## config.mk

```make
export PLATFORM = sky130hd
export DESIGN_NAME = spi_reg_bridge_flat
export DESIGN_NICKNAME = d
export VERILOG_FILES = /design/src/rtl/spi_reg_bridge_if.sv /design/src/rtl/spi_reg_bridge.sv /design/src/flat_wrapper.sv
export SDC_FILE = /design/constraint.sdc
export NUM_CORES = 1
export LEC_CHECK = 0
export ABC_AREA = 1
export BUFFER_PORTS_ARGS = -buffer_cell sky130_fd_sc_hd__buf_4
export CAP_MARGIN = 20
export CORE_ASPECT_RATIO = 1.25
export CORE_MARGIN = 3
export CORE_UTILIZATION = 40
export DETAILED_ROUTE_END_ITERATION = 6
export PLACE_DENSITY = 0.74
export SYNTH_ARGS = -nofsm -noshare
export SYNTH_HDL_FRONTEND = slang
export SYNTH_SLANG_ARGS = --single-unit
```

## constraint.sdc

```tcl
create_clock -name clk -period 1.8 [get_ports clk]
set_input_delay 0.18 -clock clk [delete_from_list [all_inputs] [get_ports clk]]
set_output_delay 0.18 -clock clk [all_outputs]
set_load 0.03 [all_outputs]
```

## src/rtl/spi_reg_bridge_if.sv

```systemverilog
// Register-bus handshake between the SPI byte bridge (master) and a register block (slave).
interface spi_reg_bridge_if #(
    parameter int ADDR_W = 4
);
    logic              reg_req_o;
    logic              reg_wr_o;
    logic [ADDR_W-1:0] reg_addr_o;
    logic [15:0]       reg_data_o;
    logic [15:0]       reg_data_i;
    logic              reg_ack_i;

    modport master (
        output reg_req_o, reg_wr_o, reg_addr_o, reg_data_o,
        input  reg_data_i, reg_ack_i
    );
    modport slave (
        input  reg_req_o, reg_wr_o, reg_addr_o, reg_data_o,
        output reg_data_i, reg_ack_i
    );
endinterface

```

## src/rtl/spi_reg_bridge.sv

```systemverilog
// SPI byte-stream to 16-bit register bus bridge: command/address/data decode plus MISO byte supply.
// Define SPI_BRIDGE_AUTOINC_EN to step the register address after every word.
module spi_reg_bridge #(
    parameter int         ADDR_W   = 4,
    parameter logic [7:0] ERR_BYTE = 8'hEE
) (
    input  logic             clk,
    input  logic             reset_i,
    input  logic             spi_cs_i,
    input  logic             rx_strobe_i,
    input  logic [7:0]       rx_byte_i,
    input  logic             tx_strobe_i,
    output logic [7:0]       tx_byte_o,
    output logic             err_o,
    spi_reg_bridge_if.master bus
);

`ifdef SPI_BRIDGE_AUTOINC_EN
    localparam logic [ADDR_W-1:0] ADDR_INC = ADDR_W'(1);
`else
    localparam logic [ADDR_W-1:0] ADDR_INC = '0;
`endif

    typedef enum logic [2:0] {
        S_IDLE, S_WR_HI, S_WR_LO, S_RD_TURN, S_RD_HI, S_RD_LO
    } state_t;

    state_t            r_state;
    logic              r_cs_meta, r_cs_sync;
    logic [ADDR_W-1:0] r_addr;
    logic [7:0]        r_hi;
    logic [15:0]       r_rd_data;
    logic              r_rd_valid;
    logic              r_req, r_wr;
    logic [ADDR_W-1:0] r_req_addr;
    logic [15:0]       r_wdata;
    logic              r_err;
    logic [7:0]        r_tx;

    logic              w_desel, w_rx, w_ack, w_rd_ack, w_rd_valid, w_busy;
    logic              w_cmd, w_issue_rd, w_issue_wr, w_rd_clr, w_req_nxt, w_err_nxt;
    logic [15:0]       w_rd_data;
    logic [7:0]        w_status;
    logic              w_unused;

    // The SPI target samples tx_byte_o on its own schedule; only rx strobes pace this block.
    assign w_unused   = tx_strobe_i ^ (^rx_byte_i);

    assign w_desel    = r_cs_sync;
    assign w_rx       = rx_strobe_i & ~w_desel;
    assign w_ack      = bus.reg_ack_i & r_req;
    // Acks are folded in before the rx byte is decoded, so same-cycle data is usable.
    assign w_rd_ack   = w_ack & ~r_wr & ~w_desel;
    assign w_rd_valid = r_rd_valid | w_rd_ack;
    assign w_rd_data  = w_rd_ack ? bus.reg_data_i : r_rd_data;
    assign w_busy     = r_req & ~w_ack;
    assign w_cmd      = w_rx & (r_state == S_IDLE);
    assign w_issue_rd = w_rx & ~w_busy &
                        (((r_state == S_IDLE) & rx_byte_i[7]) | (r_state == S_RD_HI));
    assign w_issue_wr = w_rx & ~w_busy & (r_state == S_WR_LO);
    assign w_rd_clr   = w_issue_rd | (w_cmd & rx_byte_i[7]);
    assign w_req_nxt  = w_busy | w_issue_rd | w_issue_wr;

    always_comb begin
        w_err_nxt = r_err;
        if (w_rx) begin
            case (r_state)
                S_IDLE:             w_err_nxt = rx_byte_i[7] & w_busy;
                S_WR_LO:            if (w_busy) w_err_nxt = 1'b1;
                S_RD_TURN, S_RD_LO: if (!w_rd_valid) w_err_nxt = 1'b1;
                S_RD_HI:            if (!w_rd_valid || w_busy) w_err_nxt = 1'b1;
                default:            w_err_nxt = r_err;
            endcase
        end
    end

    // Status reflects the flags as they stand after this cycle's update.
    assign w_status = {4'hA, 2'b00, w_err_nxt, w_req_nxt};

    always_ff @(posedge clk or posedge reset_i) begin
        if (reset_i) begin
            r_state    <= S_IDLE;
            r_cs_meta  <= 1'b1;
            r_cs_sync  <= 1'b1;
            r_addr     <= '0;
            r_hi       <= '0;
            r_rd_data  <= '0;
            r_rd_valid <= 1'b0;
            r_req      <= 1'b0;
            r_wr       <= 1'b0;
            r_req_addr <= '0;
            r_wdata    <= '0;
            r_err      <= 1'b0;
            r_tx       <= 8'hA0;
        end else begin
            r_cs_meta  <= spi_cs_i;
            r_cs_sync  <= r_cs_meta;
            r_req      <= w_req_nxt;
            r_err      <= w_err_nxt;
            r_rd_data  <= w_rd_data;
            r_rd_valid <= w_rd_clr ? 1'b0 : w_rd_valid;
            if (w_issue_wr) begin
                r_wr       <= 1'b1;
                r_req_addr <= r_addr;
                r_wdata    <= {r_hi, rx_byte_i};
            end
            if (w_issue_rd) begin
                r_wr       <= 1'b0;
                r_req_addr <= (r_state == S_IDLE) ? rx_byte_i[ADDR_W-1:0] : r_addr + ADDR_INC;
            end
            if (w_desel) begin
                r_state <= S_IDLE;
                r_tx    <= w_status;
            end else if (w_rx) begin
                case (r_state)
                    S_IDLE: begin
                        r_addr  <= rx_byte_i[ADDR_W-1:0];
                        r_tx    <= w_status;
                        r_state <= rx_byte_i[7] ? S_RD_TURN : S_WR_HI;
                    end
                    S_WR_HI: begin
                        r_hi    <= rx_byte_i;
                        r_tx    <= w_status;
                        r_state <= S_WR_LO;
                    end
                    S_WR_LO: begin
                        r_addr  <= r_addr + ADDR_INC;
                        r_tx    <= w_status;
                        r_state <= S_WR_HI;
                    end
                    S_RD_TURN, S_RD_LO: begin
                        r_tx    <= w_rd_valid ? w_rd_data[15:8] : ERR_BYTE;
                        r_state <= S_RD_HI;
                    end
                    S_RD_HI: begin
                        r_tx    <= w_rd_valid ? w_rd_data[7:0] : ERR_BYTE;
                        r_addr  <= r_addr + ADDR_INC;
                        r_state <= S_RD_LO;
                    end
                    default: r_state <= S_IDLE;
                endcase
            end
        end
    end

    assign tx_byte_o      = r_tx;
    assign err_o          = r_err;
    assign bus.reg_req_o  = r_req;
    assign bus.reg_wr_o   = r_wr;
    assign bus.reg_addr_o = r_req_addr;
    assign bus.reg_data_o = r_wdata;

endmodule

```

## src/flat_wrapper.sv

```systemverilog
// flat-port wrapper written by rule: the top's interface ports become plain ports
module spi_reg_bridge_flat 
#(
    parameter int         ADDR_W   = 4,
    parameter logic [7:0] ERR_BYTE = 8'hEE
)
  (clk, reset_i, spi_cs_i, rx_strobe_i, rx_byte_i, tx_strobe_i, tx_byte_o, err_o, bus_reg_req_o, bus_reg_wr_o, bus_reg_addr_o, bus_reg_data_o, bus_reg_data_i, bus_reg_ack_i);
  spi_reg_bridge_if #(.ADDR_W(ADDR_W)) bus_i ();
  input  logic clk;
  input  logic reset_i;
  input  logic spi_cs_i;
  input  logic rx_strobe_i;
  input  logic [7:0] rx_byte_i;
  input  logic tx_strobe_i;
  output logic [7:0] tx_byte_o;
  output logic err_o;
  output wire logic [$bits(bus_i.reg_req_o)-1:0] bus_reg_req_o;
  output wire logic [$bits(bus_i.reg_wr_o)-1:0] bus_reg_wr_o;
  output wire logic [$bits(bus_i.reg_addr_o)-1:0] bus_reg_addr_o;
  output wire logic [$bits(bus_i.reg_data_o)-1:0] bus_reg_data_o;
  input wire logic [$bits(bus_i.reg_data_i)-1:0] bus_reg_data_i;
  input wire logic [$bits(bus_i.reg_ack_i)-1:0] bus_reg_ack_i;
  assign bus_reg_req_o = bus_i.reg_req_o;
  assign bus_reg_wr_o = bus_i.reg_wr_o;
  assign bus_reg_addr_o = bus_i.reg_addr_o;
  assign bus_reg_data_o = bus_i.reg_data_o;
  assign bus_i.reg_data_i = bus_reg_data_i;
  assign bus_i.reg_ack_i = bus_reg_ack_i;
  spi_reg_bridge #(.ADDR_W(ADDR_W), .ERR_BYTE(ERR_BYTE)) u_core (.clk(clk), .reset_i(reset_i), .spi_cs_i(spi_cs_i), .rx_strobe_i(rx_strobe_i), .rx_byte_i(rx_byte_i), .tx_strobe_i(tx_strobe_i), .tx_byte_o(tx_byte_o), .err_o(err_o), .bus(bus_i));
endmodule
```

Word level (Yosys, flattened, before mapping)
Index checks and enable logic that the tools add are counted.
Word-level totals
  bits in registers: 65
  output and inout bits: 31
  logic and storage cells: 71
Cells by class
  equality and inequality tests: 5
  muxes and demuxes: 21
  bitwise logic cells: 21
  reductions and logical operators: 11
Operator list (count)
  $mux W8: 4
  $pmux W8 S3: 1
  $mux W16: 1
  $pmux W3 S5: 1
  $and A1 B1 Y1: 12
  $mux W4: 3
  $mux W1: 7
  $eq A3 B2 Y1 const B: 2
  $eq A3 B3 Y1 const B: 2
  $mux W3: 2
  $or A1 B1 Y1: 5
  $not A1 Y1: 4
  $pmux W1 S4: 1
  $reduce_and A2 Y1: 2
  $reduce_bool A2 Y1: 2
  $reduce_bool A4 Y1: 1
  $eq A3 B1 Y1 const B: 1
  $logic_not A3 Y1: 1
  $reduce_and A3 Y1: 1
  $reduce_or A3 Y1: 1
  $mux W2: 1
  $reduce_or A2 Y1: 1
  $logic_not A1 Y1: 1
  $logic_or A1 B1 Y1: 1

Logic depth before layout (Yosys ltp)
Gate-level depths: netlist (run 1).
  depth after elaboration: 12
  gate-level depth with buffers: 12
  depth with buffers taken out: 11

Worst setup path before layout (run 1)
No wires, ideal clock.
  path kind: reg2reg
  start point: register u_core.r_wr, in the netlist u_core.bus.reg_wr_o
  end point: register u_core.r_tx[1], in the netlist u_core.tx_byte_o[1]
  library setup time: 0.124 ns
  arrival time: 1.445 ns
  slack: 0.231 ns
  stages on the path, launching flop included: 11
  clock period less this slack: 1.569 ns
  cells stage by stage: dfrtp_1 -> nor2_2 -> nand2_2 -> buf_6 -> buf_6 -> nand2_2 -> nand3_1 -> nand2_1 -> nand2_1 -> a21oi_1 -> a21oi_1
Between the ends
  word-level cells in the longest chain between the ends: 12
Ends and longest elaborated chain
  start: declaration: line spi_reg_bridge.sv:34  | logic r_req, r_wr;
  start signal: assignment: line spi_reg_bridge.sv:90  | r_wr <= 1'b0;
  start signal: assignment: line spi_reg_bridge.sv:103  | r_wr <= 1'b1;
  start signal: assignment: line spi_reg_bridge.sv:108  | r_wr <= 1'b0;
  $not A1 Y1 (*): line spi_reg_bridge.sv:53  | assign w_rd_ack = w_ack & ~r_wr & ~w_desel;
  $and A1 B1 Y1 (*) (2 in a row): line spi_reg_bridge.sv:53
  $or A1 B1 Y1: line spi_reg_bridge.sv:54  | assign w_rd_valid = r_rd_valid | w_rd_ack;
  $logic_not A1 Y1
  $logic_or A1 B1 Y1: line spi_reg_bridge.sv:71  | S_RD_HI: if (!w_rd_valid || w_busy) w_err_nxt = 1'b1;
  $mux W1: line spi_reg_bridge.sv:71
  $pmux W1 S4: line spi_reg_bridge.sv:67  | case (r_state)
  $mux W1: line spi_reg_bridge.sv:66  | if (w_rx) begin
  $pmux W8 S3: line spi_reg_bridge.sv:115  | case (r_state)
  $mux W8: line spi_reg_bridge.sv:114  | end else if (w_rx) begin
  $mux W8 (*): line spi_reg_bridge.sv:111  | if (w_desel) begin
  end signal: assignment: line spi_reg_bridge.sv:113  | r_tx <= w_status;
  end signal: assignment: line spi_reg_bridge.sv:118  | r_tx <= w_status;
  end signal: assignment: line spi_reg_bridge.sv:123  | r_tx <= w_status;
  end: declaration: line spi_reg_bridge.sv:38  | logic [7:0] r_tx;
Every way passes the cells marked *; elsewhere a longest branch is shown, timed or not. The select of a mux whose other input is x is not followed.
A chain may end at the register's enable or synchronous reset.

Worst setup path in the final report (run 1)
  start point: register u_core.r_state[1]
  end point: register u_core.r_tx[7], in the netlist u_core.tx_byte_o[7]
Between the ends
  word-level cells in the longest chain between the ends: 5
Ends and longest elaborated chain
  start: declaration: line spi_reg_bridge.sv:28  | state_t r_state;
  start signal: assignment: line spi_reg_bridge.sv:119  | r_state <= rx_byte_i[7] ? S_RD_TURN : S_WR_HI;
  $eq A3 B1 Y1 (tied with other cells): line spi_reg_bridge.sv:115
  $reduce_or A3 Y1 (no source line) / $reduce_or A2 Y1 (equally long branches)
  $pmux W8 S3: line spi_reg_bridge.sv:115
  $mux W8: line spi_reg_bridge.sv:114
  $mux W8: line spi_reg_bridge.sv:111
Several ways; a longest one is shown, not always the timed one. The select of a mux whose other input is x is not followed.

==> out/results.txt, run 1 <==
commonest non-fill, non-tap cell in the layout: nand2_1
Reg clk slew, reported paths: 0.07 ns
CP startpoint kind: flop
global-route wire length before repair: 11000 um
Worst Skew: 0.00830 ns
largest net degree at the start of global routing: 66
Synth Instances: 312
Vias/cell: 5.02
Port-buffer cells: 59
CP required: 2.04 ns
met2 Use GR: 28.4%
final hold slack: 0.0904 ns
Die Ht: 101 um
CTS HTree Levels: 3
Post-CTS Setup Bufs: 0
GR Layer Usage met3: 4.54%
critical path arrival: 1.84 ns
Synth area leaders: dfrtp_1 53%, nand2_1 11%, o21ai_0 5.9%
CTS Sinks: 65
outcome: finished clean
share of cells above drive strength 1: 28.6%
CP Capture Type: flop
Cell Rows: 34
root buf cell: clkbuf_8
Fill cells: 658
die area: 0.00831 mm^2
Total GRT Usage: 17.4%
FF+latch count, synth: 65
RSZ-0062 raised after global routing: false
mapped cell area: 0.00290 mm^2
GRT met1 Usage: 21.2%
Post-Route Utilization: 52.3%
vias in the first global route: 2371
max cap viols: 0
setup_tns: 0 ns
CTS tree: built
Final period util: 89.1%
post-route ant nets: 0
P per Cell Area: 1530 mW/mm^2
clk_lat worst skew: 0.33 ns
LEAKAGE: 1.91 nW
final setup violation count: 0
# DRC: 0
DR vias: 2398
GRT overflow: 0
WL/cell: 13.8 um
ys flop type: dfrtp_1
Die Wd: 82.1 um
initial antenna violation count: 0
Slew @ Worst Pin: 0.363 ns
Area Overhead vs Synth: 26.6%
fin nets: 413
clock buffer depth: 2
placer congestion estimate: 0.840
Yosys cell types: 32
drt total wl: 6590 um
register area share after synthesis: 56.3%
most frequent cells in the layout: 82 x nand2_1, 64 x buf_4, 61 x dfrtp_1
IO Pins: 61
Antenna diodes: 0
Worst Hold Class: in2reg
area leader, netlist: dfrtp_1
Final min period: 1.60 ns
YS warnings: 0
Rel. slew slack: 75.7%
Synth Net Count: 342
Worst Path Max Fanout: 11
grt peak-use layer: met2
max frequency: 623 MHz
CTS Buf Count: 9
Post-synth EDFFs: 0
Initial Util: 41.3%
Power, Total: 0.00563 W
DP Wirelength: 4630 um
async set-reset flop share out of synthesis: 100%
post-synth top area share: 52.7%
final hold violations: 0
max-slew violations: 0
core box area: 0.00702 mm^2
Syn Area/Cell: 9.29 um^2
Max IR drop VDD: 0.000952 V
drt pass-1 iters: 4
Starting DRT DRC Count: 90
critical path class: reg2reg
-- layout make-up --
cell class / instances / area (um^2) / area share, %
clock inverter: 1 / 5.00 / 0.136
timing repair buffer: 69 / 561 / 15.3
clock buffer: 15 / 156 / 4.26
multi-input combinational: 201 / 1060 / 29.0
inverter: 37 / 139 / 3.78
tap: 90 / 113 / 3.07
sequential: 65 / 1630 / 44.5
-- flip-flops by register name, indices dropped and copies added, names as in the netlist --
register and cells:
u_core.bus.reg_addr_o 4, u_core.bus.reg_data_o 16, u_core.bus.reg_req_o 1, u_core.bus.reg_wr_o 1, u_core.err_o 1, u_core.r_addr 4
u_core.r_cs_meta 1, u_core.r_cs_sync 1, u_core.r_hi 8, u_core.r_rd_data 16, u_core.r_rd_valid 1, u_core.r_state 3
u_core.tx_byte_o 8
-- report_power, final --
group	internal, W	total, W	switching, W
clock	0.000539	0.00104	0.000506
sequential	0.00205	0.00236	0.000313
combinational	0.000822	0.00222	0.00140
-- synthesized netlist by cell type (3+ instances only) --
cell       n
a22o_1     3
o21ai_0   34
a21oi_1    6
dfrtp_1   61
o211ai_1   4
buf_2      3
mux2_4     4
inv_2      4
nor2_1    12
nand2_2    6
nand2_1   82
inv_1     32
dfstp_2    4
buf_6      3
nand3_1   25
o21ai_1    4
mux2_2     4
-- routing by layer --
layer / share of wire (%) / up-vias / wire length (um)
met2: 48 / 74 / 3150
met5: 0 / - / 0
met4: 2.3 / 0 / 151
met1: 43 / 1156 / 2840
li1: - / 1155 / -
met3: 6.8 / 13 / 447
-- worst max-delay path, cell delays in order (launching register included) --
cell and delay [ns]:
dfrtp_1 0.42, inv_1 0.17, nand3_2 0.14, inv_2 0.21, nor2_1 0.11, a211oi_1 0.32, a31oi_1 0.14
-- logic make-up after synthesis --
| family | synth area share [%] |
|---|---|
| buffers and inverters | 6.99 |
| DFF | 56.3 |
| AOI/OAI and AO/OA | 11.8 |
| and+or+nand+nor | 21.3 |
| muxes | 3.63 |
-- stage by stage --
step | cells | instance area [um^2] | setup slack [ns]
floorplan | 312 | 2900 | 0.000166
global placement | 460 | 3490 | 0.253
detailed placement | 460 | 3490 | 0.205
CTS | 478 | 3670 | 0.197
global route | 478 | 3670 | 0.0342
finish | 478 | 3670 | 0.196
-- what timing repair did --
action	4_1_cts	5_1_grt
resized for setup	0	0
endpoints found under the hold margin	62	0
hold buffers	2	0
-- worst paths after layout --
check	cells after the start	endpoint	slack, ns	startpoint
max	6	u_core.tx_byte_o[7]	0.20	u_core.r_state[1]
min	3	u_core.r_rd_data[12]	0.09	bus_reg_data_i[12]
max reg2reg	6	u_core.tx_byte_o[7]	0.20	u_core.r_state[1]
min reg2reg	0	u_core.r_cs_sync	0.36	u_core.r_cs_meta
max in group asynchronous	4	u_core.r_cs_sync	0.99	reset_i
min in group asynchronous	4	u_core.bus.reg_data_o[15]	0.47	reset_i
No activity file was read; power rests on OpenSTA's default activity.
==> inputs of run 2 (changes only) <==
--- a/config.mk
+++ b/config.mk
@@ -6,13 +6,13 @@
 export NUM_CORES = 1
 export LEC_CHECK = 0
 export ABC_AREA = 1
-export BUFFER_PORTS_ARGS = -buffer_cell sky130_fd_sc_hd__buf_4
 export CAP_MARGIN = 20
 export CORE_ASPECT_RATIO = 1.25
 export CORE_MARGIN = 3
 export CORE_UTILIZATION = 40
 export DETAILED_ROUTE_END_ITERATION = 6
-export PLACE_DENSITY = 0.74
+export DONT_BUFFER_PORTS = 1
+export PLACE_DENSITY = 0.66
 export SYNTH_ARGS = -nofsm -noshare
 export SYNTH_HDL_FRONTEND = slang
 export SYNTH_SLANG_ARGS = --single-unit
==> out/results.txt, run 2 (synthesized netlist as in run 1, its figures left out) <==
CTS tree: built
Starting DRT DRC Count: 122
RSZ-0062 raised after global routing: false
P per Cell Area: 1620 mW/mm^2
Rel. slew slack: 74.4%
CTS Sinks: 65
core box area: 0.00702 mm^2
max cap viols: 0
Final period util: 90.7%
Final min period: 1.63 ns
share of cells above drive strength 1: 19.0%
drt total wl: 6540 um
DP Wirelength: 4500 um
Max IR drop VDD: 0.000902 V
Critical Path, Cell by Cell: nor2_2 -> nand2_4 -> nand2_4 -> clkinvlp_4 -> o21ai_0 -> nand2_1 -> a22o_1
Antenna diodes: 0
post-route ant nets: 0
CTS Buf Count: 9
LEAKAGE: 1.68 nW
max frequency: 612 MHz
Vias/cell: 5.03
Die Wd: 82.1 um
max-slew violations: 0
Cell Area, Placed: 0.00304 mm^2
final setup violation count: 0
CTS HTree Levels: 3
cell mode on critical path: nand2_4
Area Overhead vs Synth: 17.0%
DR vias: 2174
vias in the first global route: 2257
# DRC: 0
root buf cell: clkbuf_8
slowest stage cell, crit path: dfrtp_1
Initial Util: 41.3%
Slew @ Worst Pin: 0.383 ns
global-route wire length before repair: 10600 um
placer congestion estimate: 0.820
commonest non-fill, non-tap cell in the layout: nand2_1
Worst Skew: 0.0105 ns
most frequent cells in the layout: 82 x nand2_1, 59 x dfrtp_1, 34 x o21ai_0
Total GRT Usage: 17.0%
CP Capture Type: flop
IO Pins: 61
setup_tns: 0 ns
Cell Rows: 34
Port-buffer cells: 0
Reg clk slew, reported paths: 0.08 ns
WL/cell: 15.1 um
critical path class: reg2reg
clk_lat worst skew: 0.34 ns
Crit path largest cell delay: 0.39 ns
critical path arrival: 1.86 ns
Worst Hold Class: in2reg
final hold violations: 0
drt pass-1 iters: 4
largest net degree at the start of global routing: 30
Worst Path Max Fanout: 13
fin nets: 367
final instance area: 0.00339 mm^2
CP startpoint kind: flop
Post-Route Utilization: 48.3%
initial antenna violation count: 0
Die Ht: 101 um
outcome: finished clean
GRT overflow: 0
die area: 0.00831 mm^2
CP required: 2.03 ns
clock buffer depth: 2
## run 2: final timing paths
| kind | from | slack, ns | cells after the start | end |
|---|---|---|---|---|
| max | u_core.bus.reg_wr_o | 0.17 | 7 | u_core.tx_byte_o[2] |
| min | bus_reg_data_i[0] | 0.009 | 2 | u_core.r_rd_data[0] |
| max reg2reg | u_core.bus.reg_wr_o | 0.17 | 7 | u_core.tx_byte_o[2] |
| min reg2reg | u_core.r_cs_meta | 0.36 | 0 | u_core.r_cs_sync |
| max in group asynchronous | reset_i | 0.93 | 3 | u_core.r_hi[2] |
| min in group asynchronous | reset_i | 0.26 | 2 | u_core.bus.reg_data_o[14] |
## run 2: metal layers
metal | GRT usage, % | share of wire [%] | up-vias
li1 | - | - | 1073
met1 | 20.2 | 43 | 1011
met2 | 27.1 | 46 | 73
met3 | 5.07 | 8.4 | 17
met4 | 9.85 | 3.1 | 0
met5 | 0 | 0 | -
## run 2: through the flow
step                setup WS (ns)  instances  hold slack (ns)  power (W)
floorplan                0.000166        312            0.184    0.00383
global placement            0.102        403           0.0604    0.00414
detailed placement         0.0452        403           0.0634    0.00421
CTS                        0.0302        431         0.000537    0.00548
global route               0.0165        432           0.0199    0.00589
finish                      0.167        432          0.00875    0.00548
## run 2: final cells by class
cell class	count	area (um^2)
fill	672	3630
sequential	65	1630
multi-input combinational	202	1090
timing repair buffer	22	208
inverter	37	143
clock buffer	9	124
tap	90	113
clock inverter	7	78.8
## run 2: what timing repair did
item / 4_1_cts / 5_1_grt
gates resized for setup: 0 / 7
endpoints found under the setup margin: 0 / 11
setup buffers: 0 / 0
endpoints found under the hold margin: 28 / 0
hold buffers: 12 / 0
## run 2: worst max-delay path, delay by kind of cell (launching register included)
family | cells | cell delay, ns
compound gates | 2 | 0.39
buf+inv | 1 | 0.20
flops | 1 | 0.39
simple gates | 4 | 0.54
## run 2: power breakdown
group	total [W]	switching [W]	internal, W
combinational	0.00138	0.000861	0.000517
sequential	0.00286	0.000815	0.00204
clock	0.00125	0.000597	0.000650
total	0.00548	0.00227	0.00321
